==> src/rtl/multi_squarer.sv <==
// Computes c = a^(2^k) in GF(2^M) with polynomial basis, S squarings per clock.
// Each squaring stage is bit interleaving followed by a constant XOR reduction network.
module multi_squarer #(
    parameter int unsigned    M  = 163,
    parameter logic [M-1:0]   F  = M'('hC9),
    parameter int unsigned    S  = 1,
    parameter int unsigned    KW = 8
) (
    input  logic          clk,
    input  logic          rst_n,
    input  logic          start,
    input  logic [M-1:0]  a,
    input  logic [KW-1:0] k,
    output logic          busy,
    output logic          done,
    output logic [M-1:0]  c
);

    localparam int unsigned NW = KW + 4;

    typedef enum logic [1:0] {
        IDLE = 2'd0,
        RUN  = 2'd1,
        FIN  = 2'd2
    } state_t;

    // Row j holds x^(M+j) mod f, built once from F at elaboration.
    function automatic logic [M-2:0][M-1:0] red_matrix();
        logic [M-2:0][M-1:0] mat;
        logic [M-1:0]        r;
        r = F;
        for (int j = 0; j < int'(M) - 1; j++) begin
            mat[j] = r;
            r = {r[M-2:0], 1'b0} ^ (r[M-1] ? F : '0);
        end
        return mat;
    endfunction

    localparam logic [M-2:0][M-1:0] RED = red_matrix();

    function automatic logic [M-1:0] gf_sq(input logic [M-1:0] x);
        logic [2*M-2:0] p;
        logic [M-1:0]   r;
        p = '0;
        for (int i = 0; i < int'(M); i++) p[2*i] = x[i];
        r = p[M-1:0];
        for (int j = 0; j < int'(M) - 1; j++) begin
            if (p[M+j]) r = r ^ RED[j];
        end
        return r;
    endfunction

    state_t          state, state_next;
    logic [M-1:0]    acc, acc_next;
    logic [KW-1:0]   cnt, cnt_next;
    logic [KW-1:0]   step;
    logic [KW-1:0]   cnt_rem;
    logic [M-1:0]    tap;
    logic [M-1:0]    stage [S+1];

    // Chain of S squarers; the tap picks how many actually apply this cycle.
    assign stage[0] = acc;
    for (genvar g = 0; g < int'(S); g++) begin : g_stage
        assign stage[g+1] = gf_sq(stage[g]);
    end

    assign step    = (NW'(cnt) >= NW'(S)) ? KW'(S) : cnt;
    assign cnt_rem = cnt - step;

    always_comb begin
        tap = stage[1];
        for (int i = 1; i <= int'(S); i++) begin
            if (step == KW'(i)) tap = stage[i];
        end
    end

    always_ff @(posedge clk or negedge rst_n) begin
        if (!rst_n) state <= IDLE;
        else        state <= state_next;
    end

    always_comb begin
        state_next = state;
        case (state)
            RUN: begin
                if (cnt_rem == '0) state_next = FIN;
            end
            default: begin
                if (start) state_next = (k != '0) ? RUN : FIN;
                else       state_next = IDLE;
            end
        endcase
    end

    // Load on an accepted start, otherwise advance by the selected tap while running.
    always_comb begin
        acc_next = acc;
        cnt_next = cnt;
        if (state == RUN) begin
            acc_next = tap;
            cnt_next = cnt_rem;
        end else if (start) begin
            acc_next = a;
            cnt_next = k;
        end
    end

    always_ff @(posedge clk or negedge rst_n) begin
        if (!rst_n) begin
            acc  <= '0;
            cnt  <= '0;
            busy <= 1'b0;
            done <= 1'b0;
            c    <= '0;
        end else begin
            acc  <= acc_next;
            cnt  <= cnt_next;
            busy <= (state_next == RUN);
            done <= (state_next == FIN);
            if (state_next == FIN) c <= acc_next;
        end
    end

endmodule
==> config.mk <==
export PLATFORM = sky130hd
export DESIGN_NAME = multi_squarer
export DESIGN_NICKNAME = d
export VERILOG_FILES = /design/src/rtl/multi_squarer.sv
export SDC_FILE = /design/constraint.sdc
export NUM_CORES = 1
export LEC_CHECK = 0
export CAP_MARGIN = 20
export CORE_UTILIZATION = 52
export DETAILED_ROUTE_END_ITERATION = 10
export PLACE_DENSITY = 0.78
export SKIP_CTS_REPAIR_TIMING = 1
export SLEW_MARGIN = 10
export SYNTH_ARGS = -nofsm -noshare
export SYNTH_HDL_FRONTEND = slang
export SYNTH_SLANG_ARGS = --single-unit
==> constraint.sdc <==
create_clock -name clk -period 3.5 [get_ports clk]
set_input_delay 0.35 -clock clk [delete_from_list [all_inputs] [get_ports clk]]
set_output_delay 0.35 -clock clk [all_outputs]
set_load 0.01 [all_outputs]
* Yosys cells after proc, flatten, opt, wreduce, memory -nomap -nowiden *
Index checks and enable logic that the tools add are counted.

word-level totals
  output and inout port bits = 165
  word-level logic and storage cells = 185
  register bits = 338

operators by class
  add/subtract/negate cells = 1
  equality and inequality tests = 3
  magnitude comparators = 1
  bitwise logic cells = 81
  multiplexer cells = 90
  reductions and logical operators = 3

operator list
  operator             count
  two-way mux 163 bit  4
  two-way mux 161 bit  2
  NOT 4 bit            78
  two-way mux 162 bit  1
  two-way mux 159 bit  1
  two-way mux 157 bit  1
  two-way mux 155 bit  1
  two-way mux 153 bit  1
  two-way mux 151 bit  1
  two-way mux 149 bit  1
  two-way mux 147 bit  1
  two-way mux 145 bit  1
  two-way mux 143 bit  1
  two-way mux 141 bit  1
  two-way mux 139 bit  1
  two-way mux 137 bit  1
  two-way mux 135 bit  1
  two-way mux 133 bit  1
  two-way mux 131 bit  1
  two-way mux 129 bit  1
  two-way mux 127 bit  1
  two-way mux 125 bit  1
  two-way mux 123 bit  1
  two-way mux 121 bit  1
  67 further kinds     74

* Depth between registers and ports, before layout *
Gate-level depths: netlist of the first run.

  word-level depth = 163
  gate-level depth with buffers = 13
  depth with buffers taken out = 9

* Worst setup path after synthesis of the first run *
Ideal clock, no wire load.

  path type = flip-flop to flip-flop
  start = reg cnt[2]
  end = reg c[102]
  stages on the path, launching flop included = 14
  required time = 3373 ps
  period minus slack after synthesis = 2850 ps
  data arrival time = 2722 ps
  slack = 650 ps
  cells stage by stage = dfrtp_1 buf_2 or4_4 nor2_1 a21o_1 ha_1 nor2_1 nand3_1 o21ba_2 a41oi_2 buf_6 buf_12 buf_12 mux2_1

on the way
  longest elaborated chain between the ends = 7

ends and longest elaborated chain
  element                       line  text
  from (decl)                   55    logic [KW-1:0] cnt, cnt_next;
  from (signal assigned)        117   cnt <= cnt_next;
  >= comparator 8 x 1 -> 1 bit  67    assign step = (NW'(cnt) >= NW'(S)) ? KW'(S) : cnt;
  two-way mux 8 bit             67
  subtractor 8 bit *            68    assign cnt_rem = cnt - step;
  zero test 8 bit *             86    if (cnt_rem == '0) state_next = FIN;
  two-way mux 2 bit *           86
  two-way mux 2 bit *           84    case (state)
  equality test 2 bit *         120   if (state_next == FIN) c <= acc_next;
  to (signal assigned)          120
  to (decl)                     16    output logic [M-1:0] c

Every way passes the cells marked *; elsewhere a longest branch is shown, timed or not.
A chain may end at the register's enable or synchronous reset.

* Worst setup path in the final report of the first run *
  start = reg cnt[4]
  end = reg c[24]

Same word-level chain as after synthesis.

==> results of run 1 <==
==> cell type report <==
class | instances | area (um^2) | area share, %
clock buffer | 52 | 1090 | 5.05
antenna | 2 | 5.00 | 0.0231
timing repair buffer | 357 | 3660 | 16.9
inverter | 1 | 3.75 | 0.0173
sequential | 338 | 8460 | 39.0
multi-input combinational | 972 | 7750 | 35.7
tap | 435 | 544 | 2.51
clock inverter | 13 | 171 | 0.790
==> worst reg2reg max path, cell delays in order (launching register included) <==
cell     delay (ns)
dfrtp_1        0.44
or4_4          0.58
nor2_1         0.15
a21o_1         0.16
ha_1           0.22
nor4b_1        0.09
o21ba_2        0.24
a41oi_4        0.26
buf_12         0.20
buf_12         0.30
mux2_2         0.43
==> worst min path at each step <==
stage / startpoint / endpoint / slack, ns / depth (start not counted)
floorplan: rst_n / acc[0] / 0.05 / 0
global placement: acc[0] / acc[0] / 0.45 / 1
detailed placement: acc[0] / acc[0] / 0.46 / 1
CTS: rst_n / c[118] / -0.06 / 1
global route: rst_n / acc[118] / 0.0009 / 1
finish: rst_n / acc[118] / -0.07 / 1
==> routing by layer <==
metal	part of all wire [%]	wire length (um)	global-route usage, %
met3	6.1	2860	4.73
met5	0.021	10	0
met2	46	21900	45.5
met4	3.3	1580	10.1
met1	44	20900	40.1
==> placed cells by master, fill, tap and decap left out, types with 7 or more instances in the layout <==
master	n
mux2i_1	158
clkdlybuf4s50_1	336
clkbuf_16	39
dfrtp_1	338
buf_4	9
clkinv_2	7
xor2_1	83
buf_12	10
a21oi_1	11
o21ai_0	163
nand2_1	167
mux2_1	7
clkbuf_8	7
nor2_1	19
mux2_4	63
mux2_2	94
xnor2_1	156
==> metrics by stage <==
stage          cells  cell area [um^2]
6_report        2170             21700
5_1_grt         2169             21700
4_1_cts         2168             21700
3_5_place_dp    2103             20400
3_3_place_gp    2103             20400
2_1_floorplan   1465             17000
==> registers in the layout, summed over array words and instances, names as in the netlist <==
register  cells
acc         163
c           163
cnt           8
state         2
busy          1
done          1
==> power by group <==
part	switching, mW	internal (mW)	total, mW	leakage, nW
logic	5.82	6.00	11.8	5.23
registers	2.39	5.96	8.34	4.15
clock network	1.58	2.48	4.06	0.627
==> cell usage after synthesis, types with 11 or more instances <==
library cell  instances
xnor2_1             156
buf_2                13
xor2_1               83
clkbuf_1            116
nand2_1             167
mux2i_1             158
a21oi_1              11
o21ai_0             163
dfrtp_1             338
nor2_1               19
mux2_4               63
mux2_2               94
==> logic make-up after synthesis <==
| kind of cell | Yosys count | synth area share (%) |
|---|---|---|
| adders and majority gates | 1 | 0.0737 |
| AOI/OAI and AO/OA | 196 | 6.20 |
| buffers and inverters | 155 | 4.54 |
| muxes | 322 | 21.6 |
| and+or+nand+nor | 212 | 5.12 |
| DFF | 338 | 49.9 |
| xor gates and xnor gates | 241 | 12.6 |
==> run_results.csv, run 1 <==
group,metric,value,unit
run_status,run_status,"finished with violations",
run_status,violations,"negative hold slack",
floorplan,initial_utilization,53.3,%
yosys,async_flop_share,100,%
yosys,ys.flop_type,"dfrtp_1",
yosys,ys_seq_area_share,49.9,%
sta,finalWorstSetupSlack,0.328,ns
sta,drv_slew,0,
place,place.gp.congestion,0.890,
setup_path,crit_path_frequent_cell,"buf_12",
drt,initialDrtViolationCount,783,
global_route,grt_pass1_vias,12346,
final_layout,fin_util,68.2,%
clocking,numCtsBuffers,37,
setup_path,end_kind,"register",
yosys,synth_warnings,0,
yosys,syn_inst,1465,
place,pre_cts_slack,0.340,ns
yosys,mappedNetlistArea,0.0170,mm^2
yosys,synth-edff-count,0,
sta,hold_ws,-0.0746,ns
setup_path,max_stage_delay,0.58,ns
power,p_per_area,1120,mW/mm^2
sta,clock_skew,0.0140,ns
clocking,clockBufferDepth,3,
power,fin_total_pwr,24.2,mW
yosys,synth_top_area_share,49.9,%
yosys,synth_area_leaders,"dfrtp_1, mux2i_1, xnor2_1",
clocking,tritoncts,"yes",
sta,rsz0062_at_grt,"false",
global_route,grt_pass1_wl,72900,um
global_route,grt_antenna_before_repair,2,
place,io_buffers,338,
final_layout,drive_gt1_share,14.0,%
yosys,post-synth-top-area-cell,"dfrtp_1",
power,peakVddDrop,730,uV
setup_path,path_delay_family,"simple AND/OR/NAND/NOR gates",
floorplan,coreArea,0.0318,mm^2
power,leakagePower,10.0,nW
sta,slew_headroom,30.7,%
final_layout,nNetsFinal,1882,
final_layout,area_delta_synth_final,27.9,%
global_route,grt_use_total,28.7,%
clocking,cts_sinks,338,
clocking,clkTransAtPathRegs,0.06,ns
setup_path,crit_path_cell_trace,"or4_4 -> nor2_1 -> a21o_1 -> ha_1 -> nor4b_1 -> o21ba_2 -> a41oi_4 -> buf_12 -> buf_12 -> mux2_2",
drt,avgRoutedWirePerCell,21.8,um
sta,max_freq,315,MHz
yosys,synth_nets,1640,
yosys,ys_seq_elements,338,
setup_path,cp_max_fo,52,
yosys,ys_types,46,
drt,detail-route-antenna-nets,0,
setup_path,cp.buffers_inverters,2,
drt,drc,0,
global_route,grt-ovfl-total,0,
global_route,grt_max_degree,179,
drt,drt_first_pass_iters,5,
drt,vias,11821,
sta,period_minus_slack,3.17,ns
floorplan,die_area,0.0333,mm^2
floorplan,boundaryPins,339,
setup_path,crit_cells,10,
floorplan,rows,65,
sta,finalSetupTns,0,ns
sta,finalHoldViolations,66,
clocking,htreeDepth,2,
job,cap_violations,0,
clocking,clk_latency,0.52,ns
setup_path,critical_path_class,"reg2reg",
clocking,cts-root-buf,"clkbuf_16",
setup_path,crit_path_end,"c[24]",
setup_path,r2r_cells,10,
drt,avgViaCountPerCell,5.45,
yosys,avgSynthCellArea,11.6,um^2
setup_path,ff2ff_setup_slack,0.33,ns
setup_path,cp-startpoint,"cnt[4]",
setup_path,rr_endpoint,"c[24]",
sta,worst_pin_slew,1.04,ns
worst_hold_path,hold_class,"in2async",
setup_path,required,3.90,ns
place,dp_hpwl,33500,um
final_layout,final.fill_count,2356,
sta,setup_viol,0,
floorplan,die_y,183,um
setup_path,crit_slowest_cell,"or4_4",
setup_path,crit_path_start_kind,"register",
drt,wl,47300,um
setup_path,r2r-start,"cnt[4]",
floorplan,die_w,183,um
setup_path,crit_arrival,3.57,ns
sta,post-route-period-util,90.6,%
Note: power is estimated with default switching activity, not from simulation.
==> run 2, diff against run 1 <==
Settings changed: ABC_AREA from default to 1, PLACE_DENSITY 0.78 to 0.79, RECOVER_POWER from default to 50.
==> run_results.csv, run 2 <==
group,metric,value,unit
drt,avgRoutedWirePerCell,21.5,um
floorplan,die_y,182,um
place,dp.cells,2668,
drt,avgViaCountPerCell,6.09,
sta,post-route-period-util,80.6,%
floorplan,rows,65,
run_status,violations,"max-capacitance violations, max-slew violations",
power,peakVddDrop,296,uV
yosys,synth_area_leaders,"dfrtp_1, nand2_1, a22oi_1",
global_route,grt_max_degree,167,
yosys,ys.flop_type,"dfrtp_1",
setup_path,rr_endpoint,"c[37]",
sta,drv_slew,125,
place,io_buffers,338,
power,p_per_area,384,mW/mm^2
setup_path,end_kind,"register",
power,leakagePower,10.4,nW
sta,slew_headroom,-101,%
sta,period_minus_slack,2.82,ns
final_layout,stdcell_area,0.0217,mm^2
worst_hold_path,hold_path_depth,2,
yosys,yosysMostFrequentCell,"nand2_1",
yosys,mappedNetlistArea,0.0169,mm^2
sta,worst_pin_slew,3.02,ns
global_route,grt_pass1_wl,91400,um
worst_hold_path,hold_start,"c[21]",
floorplan,die_area,0.0333,mm^2
clocking,cts_sinks,338,
yosys,ys_seq_area_share,50.0,%
run_status,run_status,"finished with violations",
floorplan,die_w,182,um
global_route,grt_use_total,35.4,%
setup_path,crit_path_frequent_cell,"nand2_1",
final_layout,most-common-layout-cells,"nand2_1, dfrtp_1, clkdlybuf4s50_1, nand4_1, a22oi_1",
drt,drc,0,
drt,wl,58800,um
setup_path,crit_path_start_kind,"register",
setup_path,ff2ff_setup_slack,0.68,ns
job,cap_violations,1,
yosys,async_flop_share,100,%
setup_path,max_stage_delay,0.50,ns
global_route,grt_pass1_vias,16147,
floorplan,coreArea,0.0318,mm^2
global_route,grt-ovfl-total,0,
clocking,clkTransAtPathRegs,0.06,ns
clocking,clockBufferDepth,3,
floorplan,boundaryPins,339,
drt,drt_first_pass_iters,6,
setup_path,critical_path_class,"reg2reg",
sta,rsz0062_at_grt,"false",
yosys,ys_seq_elements,338,
drt,detail-route-antenna-nets,0,
sta,clock_skew,0.0194,ns
setup_path,r2r_cells,18,
clocking,cts-root-buf,"clkbuf_16",
yosys,synth-edff-count,0,
yosys,synth_warnings,0,
yosys,synth_top_area_share,50.0,%
setup_path,r2r-start,"cnt[3]",
setup_path,cp-startpoint,"cnt[3]",
drt,initialDrtViolationCount,2306,
final_layout,reg.largest.list,"acc: 163 flops, c: 163 flops, cnt: 8 flops",
final_layout,nNetsFinal,2449,
yosys,avgSynthCellArea,8.47,um^2
setup_path,required,3.96,ns
setup_path,crit_arrival,3.28,ns
place,placed_cell_area,0.0205,mm^2
worst_hold_path,hold_class,"reg2reg",
worst_hold_path,min_to,"c[21]",
sta,max_freq,354,MHz
setup_path,crit_path_cell_trace,"nor2_2 -> nand2_1 -> inv_1 -> nand2_2 -> nand2_1 -> ha_1 -> nor2_1 -> nand3_1 -> nand2_1 -> nand2_1 -> inv_1 -> nand2_1 -> nand2_1 -> nand2_2 -> nor2_8 -> buf_4 -> nand4_1 -> nand2_1",
clocking,htreeDepth,2,
clocking,numCtsBuffers,37,
yosys,synth_nets,2174,
sta,finalHoldViolations,0,
setup_path,crit_slowest_cell,"buf_4",
final_layout,final_cells,2735,
final_layout,final_common_cell,"nand2_1",
clocking,tritoncts,"yes",
sta,finalSetupTns,0,ns
yosys,post-synth-top-area-cell,"dfrtp_1",
global_route,grt_antenna_before_repair,1,
place,dp_hpwl,40500,um
clocking,clk_latency,0.53,ns
final_layout,area_delta_synth_final,28.2,%
yosys,syn_inst,1999,
setup_path,cp_max_fo,50,
final_layout,drive_gt1_share,6.74,%
yosys,ys_types,29,
place,place.gp.congestion,0.953,
sta,setup_viol,0,
drt,vias,16653,
floorplan,initial_utilization,53.2,%
yosys,synth_commonest_cells,"nand2_1, dfrtp_1, nand4_1",
run 2: layer usage:
metal  track usage, %  share of wire (%)  vias up
met5                0                  0        -
met1             48.8                 39     7920
met2             55.7                 46     1115
met4             14.9                4.5        0
li1                 -                  -     7466
met3             5.85                 10      152
run 2: layout make-up:
type | count | area (um^2)
Fill cell | 2501 | 10100
Antenna cell | 1 | 2.50
Tap cell | 435 | 544
Clock buffer | 54 | 1090
Multi-Input combinational cell | 1423 | 7390
Clock inverter | 10 | 131
Sequential cell | 338 | 8460
Inverter | 109 | 412
Timing Repair Buffer | 365 | 3680
run 2: logic make-up after synthesis:
family | after synthesis | share of synthesized area (%)
adders and majority gates | 1 | 0.0739
AOI/OAI and AO/OA | 460 | 17.0
xor gates and xnor gates | 42 | 2.17
buffers and inverters | 238 | 6.62
DFF | 338 | 50.0
and+or+nand+nor | 920 | 24.2
run 2: through the flow:
step	util, %	setup slack (ns)	total power, mW	hold WS [ns]
after global routing	68.3	0.263	8.54	0.485
after global placement	64.4	0.597	4.42	0.457
after detailed placement	64.4	0.505	4.41	0.458
after CTS	68.2	0.499	8.35	0.00650
final	68.3	0.678	8.34	0.462
after floorplan	-	1.37	4.07	0.0544
run 2: worst max-delay path by stage:
stage / endpoint / slack, ns / depth (start not counted)
2_1_floorplan: c[15] / 1.37 / 18
3_3_place_gp: c[55] / 0.60 / 18
3_5_place_dp: c[140] / 0.51 / 18
4_1_cts: c[140] / 0.50 / 18
5_1_grt: c[14] / 0.26 / 2
6_report: c[37] / 0.68 / 18
run 2: worst max-delay path, delay by kind of cell, from the launching register on:
family | cells | cell delay (ns)
buf+inv | 3 | 0.60
fa+ha+maj | 1 | 0.20
simple gates | 14 | 1.45
flops | 1 | 0.44
run 2: power breakdown:
part | internal, mW | switching [mW]
logic | 0.192 | 0.239
clock network | 2.38 | 1.61
registers | 3.91 | 0.00418
==> run 3, diff against run 2 <==
Clock period 3.5 ns to 2.6 ns, I/O delays scaled along.
==> run_results.csv, run 3 (synthesized netlist as in run 2, its figures left out) <==
group,metric,value,unit
place,pre_cts_slack,0.103,ns
sta,finalWorstSetupSlack,0.0406,ns
clocking,clockBufferDepth,3,
final_layout,final_common_cell,"nand2_1",
final_layout,nNetsFinal,2484,
setup_path,critical_path_class,"reg2reg",
floorplan,rows,65,
power,fin_total_pwr,11.0,mW
final_layout,final.fill_count,2420,
setup_path,cp_max_fo,25,
drt,avgRoutedWirePerCell,22.5,um
setup_path,crit_arrival,2.98,ns
drt,drt_first_pass_iters,6,
sta,drv_slew,72,
run_status,run_status,"finished with violations",
sta,post-route-period-util,98.4,%
drt,drc,0,
global_route,grt_antenna_before_repair,1,
final_layout,most-common-layout-cells,"nand2_1, dfrtp_1, clkdlybuf4s50_1, nand4_1, a22oi_1",
final_layout,multiInputGateArea,0.00752,mm^2
final_layout,stdcell_area,0.0224,mm^2
drt,detail-route-antenna-nets,0,
drt,avgViaCountPerCell,6.17,
sta,finalSetupTns,0,ns
clocking,tritoncts,"yes",
drt,initialDrtViolationCount,2167,
sta,setup_viol,0,
power,net-switching-power,2.50,mW
global_route,grt_pass1_wl,91300,um
final_layout,reg.largest.list,"acc: 163 flops, c: 163 flops, cnt: 8 flops",
floorplan,die_w,182,um
power,seqPwrFrac,48.1,%
power,peakVddDrop,368,uV
sta,period_minus_slack,2.56,ns
clocking,cts-root-buf,"clkbuf_16",
final_layout,drive_gt1_share,9.95,%
floorplan,die_y,182,um
sta,finalHoldViolations,0,
clocking,cts_sinks,338,
place,place.gp.congestion,0.936,
setup_path,end_kind,"register",
sta,worst_pin_slew,2.10,ns
final_layout,seq_area,0.00846,mm^2
power,switching_share,22.8,%
sta,clock_skew,0.0198,ns
run_status,violations,"max-capacitance violations, max-slew violations",
place,dp_hpwl,41800,um
setup_path,required,3.02,ns
sta,slew_headroom,-39.9,%
floorplan,coreArea,0.0318,mm^2
clocking,clkTransAtPathRegs,0.06,ns
place,placed_cell_area,0.0208,mm^2
global_route,grt-ovfl-total,0,
job,cap_violations,1,
power,internal_power,8.45,mW
clocking,numCtsBuffers,36,
sta,max_freq,391,MHz
power,p_clk_share,46.3,%
floorplan,initial_utilization,53.2,%
global_route,grt_pass1_vias,16019,
clocking,clk_latency,0.53,ns
drt,vias,17086,
power,power_frac_comb,5.6,%
clocking,htreeDepth,2,
drt,wl,62400,um
global_route,grt_max_degree,103,
setup_path,crit_path_start_kind,"register",
power,leakagePower,10.5,nW
worst_hold_path,hold_class,"in2reg",
place,io_buffers,338,
global_route,grt_use_total,35.3,%
floorplan,die_area,0.0333,mm^2
final_layout,area_delta_synth_final,32.6,%
floorplan,boundaryPins,339,
power,p_per_area,488,mW/mm^2
sta,rsz0062_at_grt,"true",
final_layout,fin_util,70.6,%
## run 3: path summary, 6_finish.rpt
kind                           to  slack [ns]  depth (start not counted)   start
max                        c[125]        0.04                         18  cnt[5]
min                        cnt[3]        0.38                          3    k[3]
max reg2reg                c[125]        0.04                         18  cnt[5]
min reg2reg                c[106]        0.47                          2  c[106]
max in group asynchronous  c[156]        0.34                          3   rst_n
min in group asynchronous   c[52]        0.89                          2   rst_n
## run 3: routing by layer
metal	share of wire [%]	vias to the layer above	track usage (%)
met5	0	-	0
met4	5.4	0	17.1
met3	11	211	6.51
met2	45	1189	54.3
met1	38	8133	48.4
li1	-	7553	-
## run 3: critical path, cell delays in order (launching register included)
cell and delay [ns]:
dfrtp_1 0.42, nor2_2 0.16, nand2_1 0.08, inv_1 0.07
nand2_2 0.07, nand2_2 0.08, ha_4 0.20, nor2_2 0.09
nand3_1 0.08, nor2_1 0.10, nand2_1 0.07, nand2_1 0.07
nand2_2 0.08, nor2_8 0.16, nand3_4 0.16, buf_12 0.21
buf_12 0.19, nand2_1 0.09, nand2_1 0.05
## run 3: layout make-up
type	count	share of cell area (%)
Timing Repair Buffer	401	19.4
Inverter	109	1.83
Clock buffer	50	4.66
Clock inverter	11	0.407
Tap cell	435	2.43
Sequential cell	338	37.7
Antenna cell	1	0.0112
Multi-Input combinational cell	1423	33.5
## run 3: power by group through the flow
stage	clock, mW	sequential (mW)	combinational [mW]
2_1_floorplan	0	5.37	0.109
3_3_place_gp	0	5.37	0.607
5_1_grt	5.28	5.27	0.643
3_5_place_dp	0	5.37	0.603
4_1_cts	5.07	5.27	0.608
6_report	5.07	5.27	0.613
## run 3: metrics by stage
stage	std cells	hold WS, ns
floorplan	1999	-0.0356
global placement	2684	0.320
detailed placement	2684	0.304
CTS	2745	-0.220
global route	2767	0.394
finish	2768	0.375
